## src/rtl/l2_port_arbiter.sv

```systemverilog
// l2_port_arbiter: round-robin share of the single L2 port among N_REQ L1s.
// Serialises L1 reads/writes and broadcasts write-invalidates to the other L1s.
module l2_port_arbiter #(
  parameter int N_REQ  = 2,
  parameter int ADDR_W = 15,
  parameter int DATA_W = 32
) (
  input  logic                     clk,
  input  logic                     reset,
  input  logic [N_REQ-1:0]         req_read,
  input  logic [N_REQ-1:0]         req_write,
  input  logic [N_REQ*ADDR_W-1:0]  req_addr,
  input  logic [N_REQ*DATA_W-1:0]  req_wdata,
  output logic [N_REQ-1:0]         done,
  output logic [DATA_W-1:0]        rdata,
  output logic [ADDR_W-1:0]        l2_addr,
  output logic [DATA_W-1:0]        l2_wdata,
  output logic                     l2_read,
  output logic                     l2_write,
  input  logic                     l2_busy,
  input  logic [DATA_W-1:0]        l2_rdata,
  output logic                     inv_valid,
  output logic [ADDR_W-1:0]        inv_addr,
  output logic [N_REQ-1:0]         inv_mask
);

  localparam int IW = $clog2(N_REQ);

  typedef enum logic [1:0] {
    S_IDLE,
    S_ISSUE,
    S_WAIT,
    S_DONE
  } state_t;

  state_t            state;
  state_t            state_nx;
  logic [IW-1:0]     rr_ptr;
  logic [IW-1:0]     grant;
  logic [IW-1:0]     grant_inc;
  logic [IW-1:0]     win;
  logic              op_wr;
  logic [ADDR_W-1:0] addr_q;
  logic [DATA_W-1:0] wdata_q;
  logic [DATA_W-1:0] rdata_q;
  logic [N_REQ-1:0]  active;
  logic [N_REQ-1:0]  rot;
  logic [N_REQ-1:0]  grant_oh;
  int                off;
  int                pos;

  assign active = req_read | req_write;

  // Rotate so bit 0 is rr_ptr; lowest set bit is the winner offset.
  always_comb begin
    rot = N_REQ'({active, active} >> rr_ptr);
    off = 0;
    for (int k = N_REQ - 1; k >= 0; k--) begin
      if (rot[k]) off = k;
    end
    pos = int'(rr_ptr) + off;
    if (pos >= N_REQ) pos = pos - N_REQ;
    win = IW'(pos);
  end

  always_comb begin
    grant_inc = grant + 1'b1;
    if (int'(grant) == N_REQ - 1) grant_inc = '0;
  end

  assign grant_oh = N_REQ'(1) << grant;

  always_ff @(posedge clk or posedge reset) begin
    if (reset) begin
      state   <= S_IDLE;
      rr_ptr  <= '0;
      grant   <= '0;
      op_wr   <= 1'b0;
      addr_q  <= '0;
      wdata_q <= '0;
      rdata_q <= '0;
    end else begin
      state <= state_nx;
      if (state == S_IDLE && |active) begin
        grant   <= win;
        op_wr   <= req_write[win];
        addr_q  <= req_addr[int'(win)*ADDR_W +: ADDR_W];
        wdata_q <= req_wdata[int'(win)*DATA_W +: DATA_W];
      end
      if (state == S_WAIT && !l2_busy && !op_wr) begin
        rdata_q <= l2_rdata;
      end
      if (state == S_DONE) begin
        rr_ptr <= grant_inc;
      end
    end
  end

  always_comb begin
    state_nx  = state;
    l2_read   = 1'b0;
    l2_write  = 1'b0;
    done      = '0;
    inv_valid = 1'b0;
    inv_addr  = '0;
    inv_mask  = '0;
    unique case (state)
      S_IDLE: begin
        if (|active) state_nx = S_ISSUE;
      end
      S_ISSUE: begin
        l2_read  = !op_wr;
        l2_write = op_wr;
        if (l2_busy) state_nx = S_WAIT;
      end
      S_WAIT: begin
        // Drop the request as the L2 goes idle so it never restarts.
        l2_read  = !op_wr && l2_busy;
        l2_write = op_wr && l2_busy;
        if (!l2_busy) state_nx = S_DONE;
      end
      S_DONE: begin
        done = grant_oh;
        if (op_wr) begin
          inv_valid = 1'b1;
          inv_addr  = addr_q;
          inv_mask  = ~grant_oh;
        end
        state_nx = S_IDLE;
      end
      default: state_nx = S_IDLE;
    endcase
  end

  assign l2_addr  = addr_q;
  assign l2_wdata = wdata_q;
  assign rdata    = rdata_q;

endmodule

```

## config.mk

```make
export PLATFORM = sky130hd
export DESIGN_NAME = l2_port_arbiter
export DESIGN_NICKNAME = d
export VERILOG_FILES = /design/src/rtl/l2_port_arbiter.sv
export SDC_FILE = /design/constraint.sdc
export NUM_CORES = 1
export LEC_CHECK = 0
export ABC_AREA = 1
export CAP_MARGIN = 15
export CORE_MARGIN = 2
export CORE_UTILIZATION = 36
export CTS_CLUSTER_DIAMETER = 40
export CTS_CLUSTER_SIZE = 20
export DETAILED_ROUTE_END_ITERATION = 7
export GPL_TIMING_DRIVEN = 1
export HOLD_SLACK_MARGIN = 0.03
export PLACE_DENSITY = 0.78
export SETUP_SLACK_MARGIN = 0.1
export SLEW_MARGIN = 20
export SYNTH_ARGS = -nofsm -noshare
export SYNTH_HDL_FRONTEND = slang
export SYNTH_SLANG_ARGS = --single-unit
export TNS_END_PERCENT = 10
```

## constraint.sdc

```tcl
create_clock -name clk -period 2.4 [get_ports clk]
set_input_delay 0.36 -clock clk [delete_from_list [all_inputs] [get_ports clk]]
set_output_delay 0.36 -clock clk [all_outputs]
set_load 0.01 [all_outputs]
```

==> results of run 1 <==
## cells in the final DEF (no fill, tap or decap)
cell type,count
clkdlybuf4s50_1,231
nand2_1,149
inv_1,118
nand3_1,95
dfrtp_1,84
mux2_2,30
nor2_1,23
buf_4,10
clkbuf_16,9
a21oi_1,5
nand2_2,4
clkinvlp_4,3
ha_1,3
buf_12,3
nor2_2,2
inv_2,2
o21ai_0,2
mux2_1,2
inv_6,2
o21ai_2,1
nand3_2,1
o21ai_1,1
ha_2,1
clkinv_4,1
bufinv_16,1
clkbuf_1,1
dlymetal6s2s_1,1
dlygate4sd2_1,1
## Yosys cell counts, types with 4 or more instances
cell type / n
buf_6: 5
nand2_1: 151
clkbuf_1: 5
dfrtp_1: 84
a21oi_1: 5
ha_1: 4
inv_1: 119
nand3_1: 95
buf_4: 5
nor2_1: 23
mux2_2: 30
buf_2: 14
## final cells by class
class	instances	area, um^2	share of cell area
repair buffers	246	2470	0.346
flip-flops and latches	84	2100	0.294
multi-input cells	319	1630	0.228
inverters	121	458	0.0641
clock buffers	10	229	0.0321
well taps	147	184	0.0257
clock inverters	6	71.3	0.00998
## sequential cells by signal, summed over array words and instances, names as in the netlist
name,flops
op_wr,1
rdata,32
l2_wdata,32
state,2
rr_ptr,1
l2_addr,15
grant,1
## how the worst max path moves through the flow
stage	startpoint	cells past startpoint	end	slack [ns]
floorplan	state[0]	4	inv_valid	0.86
global placement	l2_busy	6	l2_read	0.37
detailed placement	l2_busy	6	l2_write	0.34
CTS	state[0]	5	inv_addr[14]	0.1
global route	state[0]	5	inv_addr[14]	0.03
finish	state[0]	5	inv_addr[14]	0.13
## through the flow
step	worst slack (ns)	utilization	std cells	cell area [um^2]	total power, mW
finish	0.134	0.600	933	7140	8.23
global route	0.0322	0.600	933	7140	8.83
CTS	0.0972	0.599	933	7140	8.36
detailed placement	0.342	0.574	917	6840	6.90
global placement	0.371	0.574	917	6840	6.81
floorplan	0.856	-	553	4370	4.63
## routing by layer
layer / track usage / vias up / part of all wire
met5: 0 / - / 0
li1: - / 2120 / -
met1: 0.238 / 1873 / 0.41
met2: 0.334 / 188 / 0.48
met3: 0.0540 / 26 / 0.081
met4: 0.0967 / 0 / 0.029
## cell families after synthesis
| kind of cell | share of synthesized area |
|---|---|
| AND/OR/NAND/NOR | 0.267 |
| buffers and inverters | 0.146 |
| flip-flops | 0.482 |
| multiplexers | 0.0826 |
| AO/OA/AOI/OAI | 0.0112 |
| adder cells (fa/ha/maj) | 0.0115 |
## power breakdown
group	total (mW)	leakage (nW)	switching [mW]	internal [mW]
clock network	1.41	0.140	0.595	0.816
logic	4.26	2.48	1.98	2.28
registers	2.56	1.02	0.419	2.14
==> results.json, run 1 <==
{
  "wl_per_cell_um": 13.6,
  "leakagePower_nw": 3.63,
  "status": "completed",
  "yosysWarningCount": 0,
  "synth_cell_types": 20,
  "setup_tns_ns": 0,
  "tightest_slew_ns": 0.545,
  "overflow": 0,
  "num-fill-cells": 1058,
  "vdd_drop_max_uv": 534,
  "path_clk_slew_ns": 0.07,
  "power_density_nw_per_um2": 1150,
  "area_growth_syn_to_layout_pct": 63.8,
  "cts_setup_buffers": 0,
  "globalplace.congestion": 0.812,
  "cts-buffers-inserted": 9,
  "dr.pass1.iters": 6,
  "yosys.area.top_type": "dfrtp_1",
  "cpPeakStageDelay_ns": 0.58,
  "period_share": 0.944,
  "pin_count": 234,
  "port-buffer-count": 233,
  "grt_pass1_vias": 4061,
  "crit_arrival_ns": 1.91,
  "placementRows": 40,
  "crit_fanout": 17,
  "fp.coreArea_um2": 11900,
  "dpl.hpwl_um": 9220,
  "clock-sinks": 84,
  "r2r_start": "state[0]",
  "r2r_end": "op_wr",
  "viasPerCell": 4.51,
  "finalClockSkew_ns": 0.00596,
  "n_antenna_cell": 0,
  "cts_tree": "done",
  "hold_buffers": 0,
  "grt_max_degree": 78,
  "synthTopCellsByArea": "dfrtp_1, nand2_1, nand3_1, inv_1, mux2_2",
  "critPathSlowestCell": "clkdlybuf4s50_1",
  "clock-root-buffer": "clkbuf_16",
  "yosys_register_bits": 84,
  "drtIter0Drc": 266,
  "wirelength_um": 12600,
  "track_usage": 0.199,
  "cts_max_path_buffers": 2,
  "drc_errors": 0,
  "min_period_ns": 2.27,
  "clkLatencyLatePin_ns": 0.34,
  "cts_resized": 2,
  "cp.required_ns": 2.04,
  "start_util": 0.366,
  "synth_nets": 690,
  "async_flop_share": 1.00,
  "crit_chain": "ha_1 -> nand2_1 -> buf_4 -> nor2_1 -> clkdlybuf4s50_1",
  "synth_edf_count": 0,
  "drv_cap": 0,
  "grt_pass1_wl_um": 20200,
  "cts_max_level": 3,
  "drtAntennaViolNets": 0,
  "fmax_mhz": 441,
  "synth_top_area_frac": 0.482,
  "postSynthCellCount": 553,
  "nets": 918,
  "ys_seq_area_frac": 0.482,
  "slew_viol_final": 0,
  "hold_viol_final": 0,
  "setup-violations-final": 0,
  "die_w_um": 114,
  "setup.worst_path.end_class": "output pin",
  "antenna_found_initial": 1,
  "crit_buf_inv": 2,
  "drive_gt1_frac": 0.0891,
  "start_kind": "register",
  "ys.flop_type": "dfrtp_1",
  "rrSetupSlack_ns": 0.82,
  "cp_top_family": "buffers and inverters",
  "fp.dieH_um": 114,
  "critPathKind": "register to output pin",
  "vias": 4207,
  "dieArea_um2": 13000,
  "r2r_cells": 6,
  "hold_ws_ns": 0.298,
  "syn_area_um2": 4360,
  "syn-mean-instance-area_um2": 7.89,
  "maxSlewHeadroom": 0.637,
  "rsz0062_at_grt": "true",
  "hp-class": "input pin to async pin"
}
Power figures use the tool's default switching activity.
==> inputs of run 2 (changes only) <==
--- a/config.mk
+++ b/config.mk
@@ -7,7 +7,7 @@
 export LEC_CHECK = 0
 export ABC_AREA = 1
 export CAP_MARGIN = 15
-export CORE_MARGIN = 2
+export CORE_MARGIN = 3
 export CORE_UTILIZATION = 36
 export CTS_CLUSTER_DIAMETER = 40
 export CTS_CLUSTER_SIZE = 20
==> results.json, run 2 (synthesized netlist as in run 1, its figures left out) <==
{
  "power.share.clock": 0.159,
  "wirelength_um": 13200,
  "r2r_start": "state[1]",
  "fp.coreArea_um2": 11600,
  "start_util": 0.376,
  "setup_tns_ns": 0,
  "setup-violations-final": 0,
  "status": "completed",
  "multi_input_area_um2": 1630,
  "dr.pass1.iters": 4,
  "vias": 4274,
  "tightest_slew_ns": 0.814,
  "cts_max_path_buffers": 2,
  "layout_common_cells": "clkdlybuf4s50_1, nand2_1, inv_1, nand3_1, dfrtp_1",
  "rsz0062_at_grt": "true",
  "crit_fanout": 4,
  "area_growth_syn_to_layout_pct": 62.5,
  "maxSlewHeadroom": 0.457,
  "dpl.hpwl_um": 9930,
  "power_density_nw_per_um2": 1140,
  "internal_power_mw": 5.08,
  "hold_viol_final": 0,
  "hold_ws_ns": 0.432,
  "period_share": 0.957,
  "cts_tree": "done",
  "grt_pass1_vias": 4260,
  "cp.required_ns": 2.04,
  "globalplace.congestion": 0.867,
  "fmax_mhz": 436,
  "finalClockSkew_ns": 0.00985,
  "clock-sinks": 84,
  "slew_viol_final": 0,
  "min_period_ns": 2.30,
  "viasPerCell": 4.63,
  "port-buffer-count": 233,
  "place_ws_ns": 0.294,
  "hold_buffers": 0,
  "power_frac_comb": 0.521,
  "start_kind": "register",
  "nets": 913,
  "cts-buffers-inserted": 9,
  "vdd_drop_max_uv": 569,
  "overflow": 0,
  "switching_share": 0.373,
  "fp.dieH_um": 116,
  "critPathKind": "register to output pin",
  "drtAntennaViolNets": 0,
  "leakagePower_nw": 3.61,
  "sequentialPowerShare": 0.320,
  "antenna_found_initial": 0,
  "crit_arrival_ns": 1.94,
  "drive_gt1_frac": 0.0832,
  "clkLatencyLatePin_ns": 0.33,
  "switchingPower_mw": 3.02,
  "drtIter0Drc": 227,
  "grt_pass1_wl_um": 20600,
  "drc_errors": 0,
  "path_clk_slew_ns": 0.07,
  "num-fill-cells": 989,
  "wl_per_cell_um": 14.3,
  "startpoint": "state[0]",
  "cts_max_level": 3,
  "setup.worst_path.end_class": "output pin",
  "n_antenna_cell": 0,
  "total_power_mw": 8.10,
  "die_w_um": 116,
  "regArea_um2": 2100,
  "worst_slack_ns": 0.104,
  "pin_count": 234,
  "drv_cap": 0,
  "placementRows": 39,
  "final_util": 0.610,
  "dieArea_um2": 13500,
  "final_common_cell": "clkdlybuf4s50_1",
  "grt_max_degree": 51,
  "hp-class": "input pin to async pin",
  "clock-root-buffer": "clkbuf_16",
  "track_usage": 0.191
}
run 2: cell count changes in the layout (fill, tap and decap cells not counted):
| cell | before | now |
|---|---|---|
| clkinv_2 | 0 | 1 |
| o21ai_1 | 1 | 2 |
| o21ai_0 | 2 | 1 |
| nand2_2 | 4 | 5 |
| bufinv_16 | 1 | 0 |
| ha_1 | 3 | 4 |
| nand2_1 | 149 | 148 |
| buf_4 | 10 | 4 |
| ha_2 | 1 | 0 |
| buf_12 | 3 | 4 |
run 2: through the flow:
stage / instance area, um^2 / std cells
after floorplan: 4370 / 553
after global placement: 6810 / 908
after detailed placement: 6810 / 908
after CTS: 7090 / 924
after global routing: 7090 / 924
final: 7090 / 924
run 2: area by class of cell:
type / instances / area share
multi-input combinational: 319 / 0.230
clock buffer: 10 / 0.0323
tap: 143 / 0.0252
inverter: 121 / 0.0646
clock inverter: 6 / 0.00653
sequential: 84 / 0.297
timing repair buffer: 241 / 0.345
run 2: metal layers:
metal,share of wire,routed length [um],GRT usage,vias up
met5,0,0,0,-
met4,0.011,145,0.0449,0
met3,0.070,921,0.0470,16
met2,0.51,6710,0.338,174
met1,0.41,5410,0.234,1971
li1,-,-,-,2113
run 2: worst max-delay path: stages (launching register included):
cell	delay, ns
dfrtp_1	0.40
inv_1	0.08
ha_1	0.25
nand2_1	0.08
inv_1	0.05
o21ai_1	0.21
nor2_1	0.06
clkdlybuf4s50_1	0.48
run 2: worst paths after layout:
path,slack (ns),depth (start not counted),end
max in group asynchronous,1.38,3,l2_wdata[19]
min in group clk,0.48,2,l2_wdata[25]
worst min register to register,0.48,2,l2_wdata[25]
worst max register to register,0.61,6,l2_wdata[22]
worst min-delay path,0.43,2,rdata[21]
worst max-delay path,0.10,7,l2_write
run 2: power by group through the flow:
stage / logic (mW) / clock network [mW] / registers (mW)
floorplan: 1.78 / 0 / 2.85
global placement: 4.18 / 0 / 2.57
detailed placement: 4.27 / 0 / 2.60
CTS: 4.29 / 1.32 / 2.59
global route: 4.62 / 1.40 / 2.68
finish: 4.22 / 1.29 / 2.59
run 2: what timing repair did:
action,in CTS,in global routing
buffers inserted,0,0
hold endpoints to repair,0,0
endpoints found under the setup margin,14,13
gates resized for setup,3,1
